===== config.mk =====
export PLATFORM = sky130hd
export DESIGN_NAME = arbiter_game_countdown
export DESIGN_NICKNAME = d
export VERILOG_FILES = /design/src/rtl/arbiter_game_countdown.sv
export SDC_FILE = /design/constraint.sdc
export NUM_CORES = 1
export LEC_CHECK = 0
export ABC_AREA = 1
export CORE_ASPECT_RATIO = 1.4
export CORE_MARGIN = 2
export CORE_UTILIZATION = 27
export CTS_BUF_LIST = sky130_fd_sc_hd__clkbuf_16
export DETAILED_ROUTE_END_ITERATION = 6
export HOLD_SLACK_MARGIN = 0.08
export PLACE_DENSITY = 0.44
export SLEW_MARGIN = 0
export SYNTH_ARGS = -nofsm -noshare
export SYNTH_HDL_FRONTEND = slang
export SYNTH_SLANG_ARGS = --single-unit

===== constraint.sdc =====
create_clock -name clk -period 2.6 [get_ports clk]
set_input_delay 0.26 -clock clk [delete_from_list [all_inputs] [get_ports clk]]
set_output_delay 0.26 -clock clk [all_outputs]
set_load 0.01 [all_outputs]

===== src/rtl/arbiter_game_countdown.sv =====
// Pre-game countdown: lights all LEDs, darkens one per TICK_DIV cycles,
// then raises cd_done_out until the game FSM clears it again.
module arbiter_game_countdown #(
    parameter int TICK_DIV = 12000000,
    parameter int N_STEPS  = 3
) (
    input  logic               clk,
    input  logic               rst_in,
    input  logic               cd_rst_in,
    output logic               cd_done_out,
    output logic [N_STEPS-1:0] leds_out,
    output logic               tick_out
);

    localparam int PW = (TICK_DIV > 1) ? $clog2(TICK_DIV) : 1;
    localparam logic [PW-1:0] PRE_MAX = PW'(TICK_DIV - 1);
    localparam logic [N_STEPS-1:0] LEDS_ALL = '1;

    typedef enum logic [1:0] {
        IDLE  = 2'd0,
        COUNT = 2'd1,
        DONE  = 2'd2
    } state_t;

    state_t             state_q, state_d;
    logic [PW-1:0]      pre_q, pre_d;
    logic [N_STEPS-1:0] leds_q, leds_d;
    logic               done_q, done_d;
    logic               tick_q, tick_d;
    logic [N_STEPS-1:0] leds_shift;

    assign leds_shift = leds_q >> 1;

    always_comb begin
        state_d = state_q;
        pre_d   = pre_q;
        leds_d  = leds_q;
        done_d  = done_q;
        tick_d  = 1'b0;
        if (rst_in || cd_rst_in) begin
            state_d = IDLE;
            pre_d   = '0;
            leds_d  = '0;
            done_d  = 1'b0;
        end else begin
            unique case (state_q)
                IDLE: begin
                    state_d = COUNT;
                    pre_d   = '0;
                    leds_d  = LEDS_ALL;
                    done_d  = 1'b0;
                end
                COUNT: begin
                    if (pre_q != PRE_MAX) begin
                        pre_d = pre_q + PW'(1);
                    end else begin
                        pre_d  = '0;
                        tick_d = 1'b1;
                        leds_d = leds_shift;
                        // last LED just went dark: finish on this same edge
                        if (leds_shift == '0) begin
                            state_d = DONE;
                            done_d  = 1'b1;
                        end
                    end
                end
                DONE: begin
                    pre_d  = '0;
                    leds_d = '0;
                    done_d = 1'b1;
                end
                default: begin
                    state_d = IDLE;
                    pre_d   = '0;
                    leds_d  = '0;
                    done_d  = 1'b0;
                end
            endcase
        end
    end

    always_ff @(posedge clk) begin
        if (rst_in) begin
            state_q <= IDLE;
            pre_q   <= '0;
            leds_q  <= '0;
            done_q  <= 1'b0;
            tick_q  <= 1'b0;
        end else begin
            state_q <= state_d;
            pre_q   <= pre_d;
            leds_q  <= leds_d;
            done_q  <= done_d;
            tick_q  <= tick_d;
        end
    end

    assign cd_done_out = done_q;
    assign leds_out    = leds_q;
    assign tick_out    = tick_q;

endmodule


After elaboration in Yosys (flattened, before gate mapping)
Cells that the tools add are included. W data, S select, Z words.

Flip-flop bits (word level): 31. Output and inout bits: 5. Logic and storage cells: 31.

Bitwise gates (word level): 3. Reductions and logical operators: 8. Add/sub/neg operators: 1. Equal/unequal tests: 5. Multiplexer cells: 9.

Operator list (count): $add A24 B1 Y24 const B (1); $ne A24 B24 Y1 const B (1); $pmux W2 S3 (1); $pmux W3 S2 (1); $mux W2 (2); $ne A2 B2 Y1 const B (2); $reduce_or A4 Y1 (1); $logic_not A3 Y1 (1); $mux W1 (3); $mux W3 (1); $not A1 Y1 (3); $reduce_and A3 Y1 (1); $reduce_or A3 Y1 (1); $eq A2 B1 Y1 const B (1); $eq A2 B2 Y1 const B (1); $logic_not A2 Y1 (1); $pmux W1 S2 (1); $reduce_and A2 Y1 (1); $reduce_or A2 Y1 (1); $logic_or A1 B1 Y1 (1).

Longest topological paths before layout
Gate-level depths: netlist of run 1.

Word-level depth: 4. Gate-level depth with buffers: 10. Depth with buffers taken out: 10.

Least setup slack after synthesis of run 1
No wires, ideal clock.

Path type: register to register. Start point: register pre_q[0]. End point: register pre_q[20]. Path slack: 1.189 ns. Stages on the path, launching flop included: 11. Clock period less this slack: 1.411 ns. Data arrival time: 1.298 ns. Cells stage by stage: dfxtp_1 -> ha_1 -> nand3_2 -> nor2_4 -> nand2_2 -> inv_2 -> nand3_2 -> nor2_1 -> nand2_1 -> nand2_1 -> nor2_1.

Word-level cells in the longest chain between the ends: 3. Elaborated cells on any way between the ends: 4. Those cells by class: add/sub: 1; eq/ne: 1; bitwise: 1; reduce/logical: 1.

Ends and longest elaborated chain: start: declaration (RTL line 26) `logic [PW-1:0] pre_q, pre_d;`; start signal: assignment (RTL line 91) `pre_q <= pre_d;`; parallel branches: the longest is 3 deep, another holds $add A24 B1 Y24.

Several ways; the timed one is not identified. A chain may end at the register's enable or synchronous reset.

Worst setup path after layout of run 1
Start point: register pre_q[0]. End point: register pre_q[3].

Same word-level chain as after synthesis.

==> results.cfg, run 1 <==
[status]
status = finished, final reports clean

[timing]
min_period_ns = 1.74
relSlewSlack_pct = 64.2
skew_ns = 0.00562
slew_viol_final = 0
final.setup.worst_slack_ns = 0.859
tns_ns = 0
tightest_slew_ns = 0.537
hold_violations = 0
rsz0062_at_grt = no
timing.final.crit_share_pct = 66.9
max_freq_ghz = 0.575
setup_viol = 0

[cts]
cts_buffers = 5
cts-root-buf = clkbuf_16
cts_buffer_depth = 2
cts_sinks = 31
cts_hold_buf = 0
clkLatencyLatePin_ns = 0.28
cts_tree = yes
clk_pin_slew_worst_paths_ns = 0.05
htreeDepth = 2
cts_resized = 0
cts_setup_buffers = 0

[cells_and_area]
nFillCells = 636
stdcell_area_sq_mm = 0.00189
area_delta_synth_final_pct = 17.4
layout-drive-gt1-share_pct = 12.8
post-route-util_pct = 32.5
antenna-diode-count = 0
fin_nets = 240

[critical_path]
ff2ff_path_depth = 6
r2r-start = pre_q[0]$_SDFF_PP0_
start_kind = flop
worstSetupPathType = reg -> reg
r2r_end = pre_q[3]$_SDFF_PP0_
required_ns = 2.79
critPathCaptureType = flop
rrSetupSlack_ns = 0.86
crit_fanout = 24
crit_arrival_ns = 1.93

[power]
power.leakage_nw = 0.642
power_mw = 1.11
power_density_mw_per_mm2 = 589
vdd_drop_max_mv = 0.219

[yosys]
avgSynthCellArea_sq_um = 7.29
ys_seq_area_share_pct = 38.5
ys_warn_count = 0
synth.distinct_cells = 28
synth-compound-area-share_pct = 6.60
syn-num-nets = 228
synth_area_leaders = dfxtp_1 39%, nand2_1 11%, nor2_1 8.4%
synthAdderAreaFrac_pct = 3.11
synthSimpleGateAreaFrac_pct = 39.1
netlist_area_sq_mm = 0.00161
synth_xor_area_share_pct = 5.43
ys_ff_latch = 31
syn_inst = 221
netlist.area_leader.share_pct = 38.5
async_reset_ff_share_pct = 0
synth_top_family_by_area = simple AND/OR/NAND/NOR gates
synth_ff_type = dfxtp_1
synth_edf_count = 0
synth.largest_area_cell = dfxtp_1
synthMuxAreaShare_pct = 0

[worst_hold_path]
whs_endpoint = pre_q[0]$_SDFF_PP0_
hold_depth = 1
hp-start = pre_q[0]$_SDFF_PP0_
hold_path.class = reg -> reg

[placement]
placed_cell_area_sq_mm = 0.00175
dp_slack_ns = 0.684
io_buffers = 7
gp_congestion = 0.795
dp_hpwl_mm = 2.61

[routing]
drtIter0Drc = 44
drt_first_pass_iters = 6
drt-total-wl_mm = 3.54
wl_met3_microns = 103
vias = 1341
wl_per_cell_microns = 11.7
wl_met1_mm = 1.49
ant_nets = 0
highest_layer = met4
viasPerCell = 4.41
dr_wl_met2_mm = 1.79
drc_errors = 0

[global_route]
antenna_found_initial = 0
grt_pass1_wl_mm = 5.97
track_usage_pct = 11.9
grt_pass1_vias = 1298
grt_max_degree = 25
overflow = 0

[floorplanning]
core_sq_mm = 0.00582
die_h_microns = 95.4
io_pins = 8
start_util_pct = 27.7
die_area_sq_mm = 0.00661
rows = 33
die_width_microns = 69.3

[run]
maxCapViolCount = 0
how the worst max path moves through the flow:
stage,startpoint,end,depth (start not counted)
6_report,pre_q[0]$_SDFF_PP0_,pre_q[3]$_SDFF_PP0_,6
5_1_grt,pre_q[0]$_SDFF_PP0_,pre_q[3]$_SDFF_PP0_,6
4_1_cts,pre_q[0]$_SDFF_PP0_,pre_q[3]$_SDFF_PP0_,6
3_5_place_dp,cd_rst_in,pre_q[3]$_SDFF_PP0_,4
3_3_place_gp,cd_rst_in,pre_q[2]$_SDFF_PP0_,4
2_1_floorplan,pre_q[0]$_SDFF_PP0_,pre_q[20]$_SDFF_PP0_,10
flip-flops by register name, summed over array words and instances (netlist names):
| signal | cells |
|---|---|
| cd_done_out | 1 |
| leds_out | 3 |
| pre_q | 24 |
| state_q | 2 |
| tick_out | 1 |
synth_stat cells, types with 4 or more instances:
cell     count
inv_1       23
nor3_1       4
ha_1         4
xnor2_1      5
nand2_2      4
a21oi_1     13
o21ai_0      6
nand3_2      5
nand4_1      4
xor2_1       5
nand3_1      9
nand2_1     47
dfxtp_1     31
nor2_1      36
nor2_2       4
layout make-up:
type                            count  area [sq um]  share of cell area [%]
Multi-Input combinational cell    161           875                    46.2
Sequential cell                    31           621                    32.8
Clock inverter                      3          12.5                   0.661
Inverter                           27           101                    5.36
Timing Repair Buffer                7          70.1                    3.70
Clock buffer                        5           125                    6.61
Tap cell                           70          87.6                    4.63
per-stage QoR:
step / std cells / hold slack [ns]
global placement: 296 / 0.448
CTS: 304 / 0.471
global route: 304 / 0.488
detailed placement: 296 / 0.457
finish: 304 / 0.463
floorplan: 221 / 0.429
cells by family after synthesis:
group                    Yosys count
AND/OR/NAND/NOR                  127
flip-flops                        31
buffers and inverters             29
AO/OA/AOI/OAI                     20
XOR/XNOR                          10
adder cells (fa/ha/maj)            4
routing by layer:
| layer | GRT usage, % | vias to the layer above |
|---|---|---|
| met2 | 21.0 | 16 |
| met1 | 12.3 | 593 |
| met5 | 0 | - |
| met4 | 8.50 | 0 |
| li1 | - | 721 |
| met3 | 3.28 | 11 |
worst max-delay path, cell delays in order, from the launching register on:
cell and delay [ns]:
dfxtp_1 0.33, ha_1 0.24, nand3_2 0.15, nor2_4 0.07, nand3_4 0.10, nand3_2 0.43
nor3b_1 0.32
power by group:
part | leakage [nW] | switching (mW) | internal, mW
Clock | 0.0762 | 0.208 | 0.345
Sequential | 0.251 | 0.00589 | 0.485
Combinational | 0.315 | 0.0415 | 0.0289
cell usage in the layout (no fill, tap or decap), types with 5 or more instances in the layout:
cell             count
xnor2_1              5
clkbuf_16            5
clkdlybuf4s50_1      7
o21ai_0              6
nor2_1              36
nand3_2              5
nand3_1              9
dfxtp_1             31
xor2_1               5
a21oi_1             13
inv_1               25
nand2_1             47
(Power assumes the default switching activity.)
==> run 2: changes to the inputs <==
Clock period 2.6 ns to 1.8 ns, I/O delays scaled along.
==> run 2 against run 1 <==
Net effect:
- highest routed layer unchanged
- combinational power is 49% higher
- design area increased by 1.1%
- clock skew decreased by 0.0023 ns
- register-to-register slack got worse by 0.59 ns
- critical endpoint is now pre_q[20]$_SDFF_PP0_
- setup slack got worse by 0.59 ns
- wire length down 0.71%
- worst hold slack worse by 0.0017 ns
- final cell count is 0.99% higher
==> results.cfg, run 2 (synthesis results as in run 1) <==
[cts]
cts_tree = yes
cts_hold_buf = 0
cts_buffers = 5
cts_buffer_depth = 2
clk_pin_slew_worst_paths_ns = 0.05
htreeDepth = 2
clkLatencyLatePin_ns = 0.27
cts-root-buf = clkbuf_16
cts_resized = 0
cts_setup_buffers = 0
cts_sinks = 31

[global_route]
track_usage_pct = 11.8
antenna_found_initial = 0
grt_max_degree = 15
overflow = 0
use_met3_pct = 2.75
grt_busiest_layer = met2
grt_pass1_vias = 1341
grtUsageMet1_pct = 12.9
grt_util_met2_pct = 21.9
grt_pass1_wl_mm = 6.13

[critical_path]
worstPathCellList = ha_1, nand3_2, nor2_4, nand2_2, inv_2, nand3_2, nor2_1, nand2_1, nand2_1, nor2_1
r2r-start = pre_q[0]$_SDFF_PP0_
crit_fanout = 5
ff2ff_path_depth = 10
crit_arrival_ns = 1.70
path_delay_family = simple AND/OR/NAND/NOR gates
r2r_end = pre_q[20]$_SDFF_PP0_
cp_num_cells = 10
start_kind = flop
cpPeakStageDelay_ns = 0.36
critical_path_buf_inv_count = 1
worstSetupPathType = reg -> reg
critPathSlowestCell = dfxtp_1
critPathCaptureType = flop
rrSetupSlack_ns = 0.27
required_ns = 1.97

[floorplanning]
die_area_sq_mm = 0.00661
core_sq_mm = 0.00582
start_util_pct = 27.7
die_width_microns = 69.3
io_pins = 8
die_h_microns = 95.4
rows = 33

[routing]
vias = 1349
drt_first_pass_iters = 4
drtIter0Drc = 28
ant_nets = 0
viasPerCell = 4.39
wl_per_cell_microns = 11.5
drt-total-wl_mm = 3.52
drc_errors = 0

[cells_and_area]
final_cell_mix = 47 x nand2_1, 36 x nor2_1, 31 x dfxtp_1
largest_reg_flops = 24
final_common_cell = nand2_1
antenna-diode-count = 0
layout-drive-gt1-share_pct = 13.5
fin_nets = 243
area_delta_synth_final_pct = 18.7
regMostFlops = pre_q

[timing]
tightest_slew_ns = 0.488
relSlewSlack_pct = 67.1
min_period_ns = 1.53
skew_ns = 0.00333
tns_ns = 0
rsz0062_at_grt = no
max_freq_ghz = 0.652
slew_viol_final = 0
timing.final.crit_share_pct = 85.2
setup_viol = 0
hold_violations = 0

[worst_hold_path]
whs_endpoint = cd_done_out$_SDFFE_PP0P_
hp-start = cd_done_out$_SDFFE_PP0P_
hold_depth = 2
hold_path.class = reg -> reg

[power]
vdd_drop_max_mv = 0.479
power_density_mw_per_mm2 = 843
power_mw = 1.61
power.leakage_nw = 0.650

[placement]
gp_congestion = 0.826
io_buffers = 7
dp_hpwl_mm = 2.72

[status]
status = finished, final reports clean

[run]
maxCapViolCount = 0
[run 2: report_power, final]
group	total, mW	internal (mW)	switching [mW]
Clock	0.801	0.497	0.303
Sequential	0.708	0.700	0.00794
Combinational	0.105	0.0450	0.0598
Total	1.61	1.24	0.371
[run 2: worst reg2reg max path, delay by kind of cell (launching register included)]
family | cells | cell delay (ns)
flip-flops | 1 | 0.36
buffers and inverters | 1 | 0.08
adder cells (fa/ha/maj) | 1 | 0.21
AND/OR/NAND/NOR | 8 | 0.77
[run 2: worst max-delay path by stage]
stage	from	to
after floorplan	pre_q[0]$_SDFF_PP0_	pre_q[20]$_SDFF_PP0_
after global placement	pre_q[0]$_SDFF_PP0_	leds_out[0]$_SDFFE_PP0P_
final	pre_q[0]$_SDFF_PP0_	pre_q[20]$_SDFF_PP0_
after CTS	pre_q[0]$_SDFF_PP0_	leds_out[0]$_SDFFE_PP0P_
after global routing	pre_q[0]$_SDFF_PP0_	pre_q[20]$_SDFF_PP0_
after detailed placement	pre_q[0]$_SDFF_PP0_	leds_out[0]$_SDFFE_PP0P_
[run 2: routing by layer]
layer | up-vias | part of all wire, %
li1 | 727 | -
met1 | 602 | 43
met2 | 14 | 53
met3 | 6 | 2.2
met4 | 0 | 2.0
met5 | - | 0
[run 2: cell type report]
class | instances | area, sq um
timing repair buffer | 10 | 92.6
multi-input combinational | 161 | 875
fill | 643 | 3910
inverter | 27 | 101
sequential | 31 | 621
clock buffer | 5 | 125
clock inverter | 3 | 11.3
tap | 70 | 87.6
[run 2: through the flow]
step	cell area, sq um	worst slack [ns]	hold WS (ns)	instances	utilization, %
global placement	1780	0.270	0.446	299	30.5
global route	1910	0.0565	0.484	307	32.9
floorplan	1610	0.389	0.386	221	-
CTS	1910	0.254	0.467	307	32.9
finish	1910	0.267	0.461	307	32.9
detailed placement	1780	0.258	0.456	299	30.5
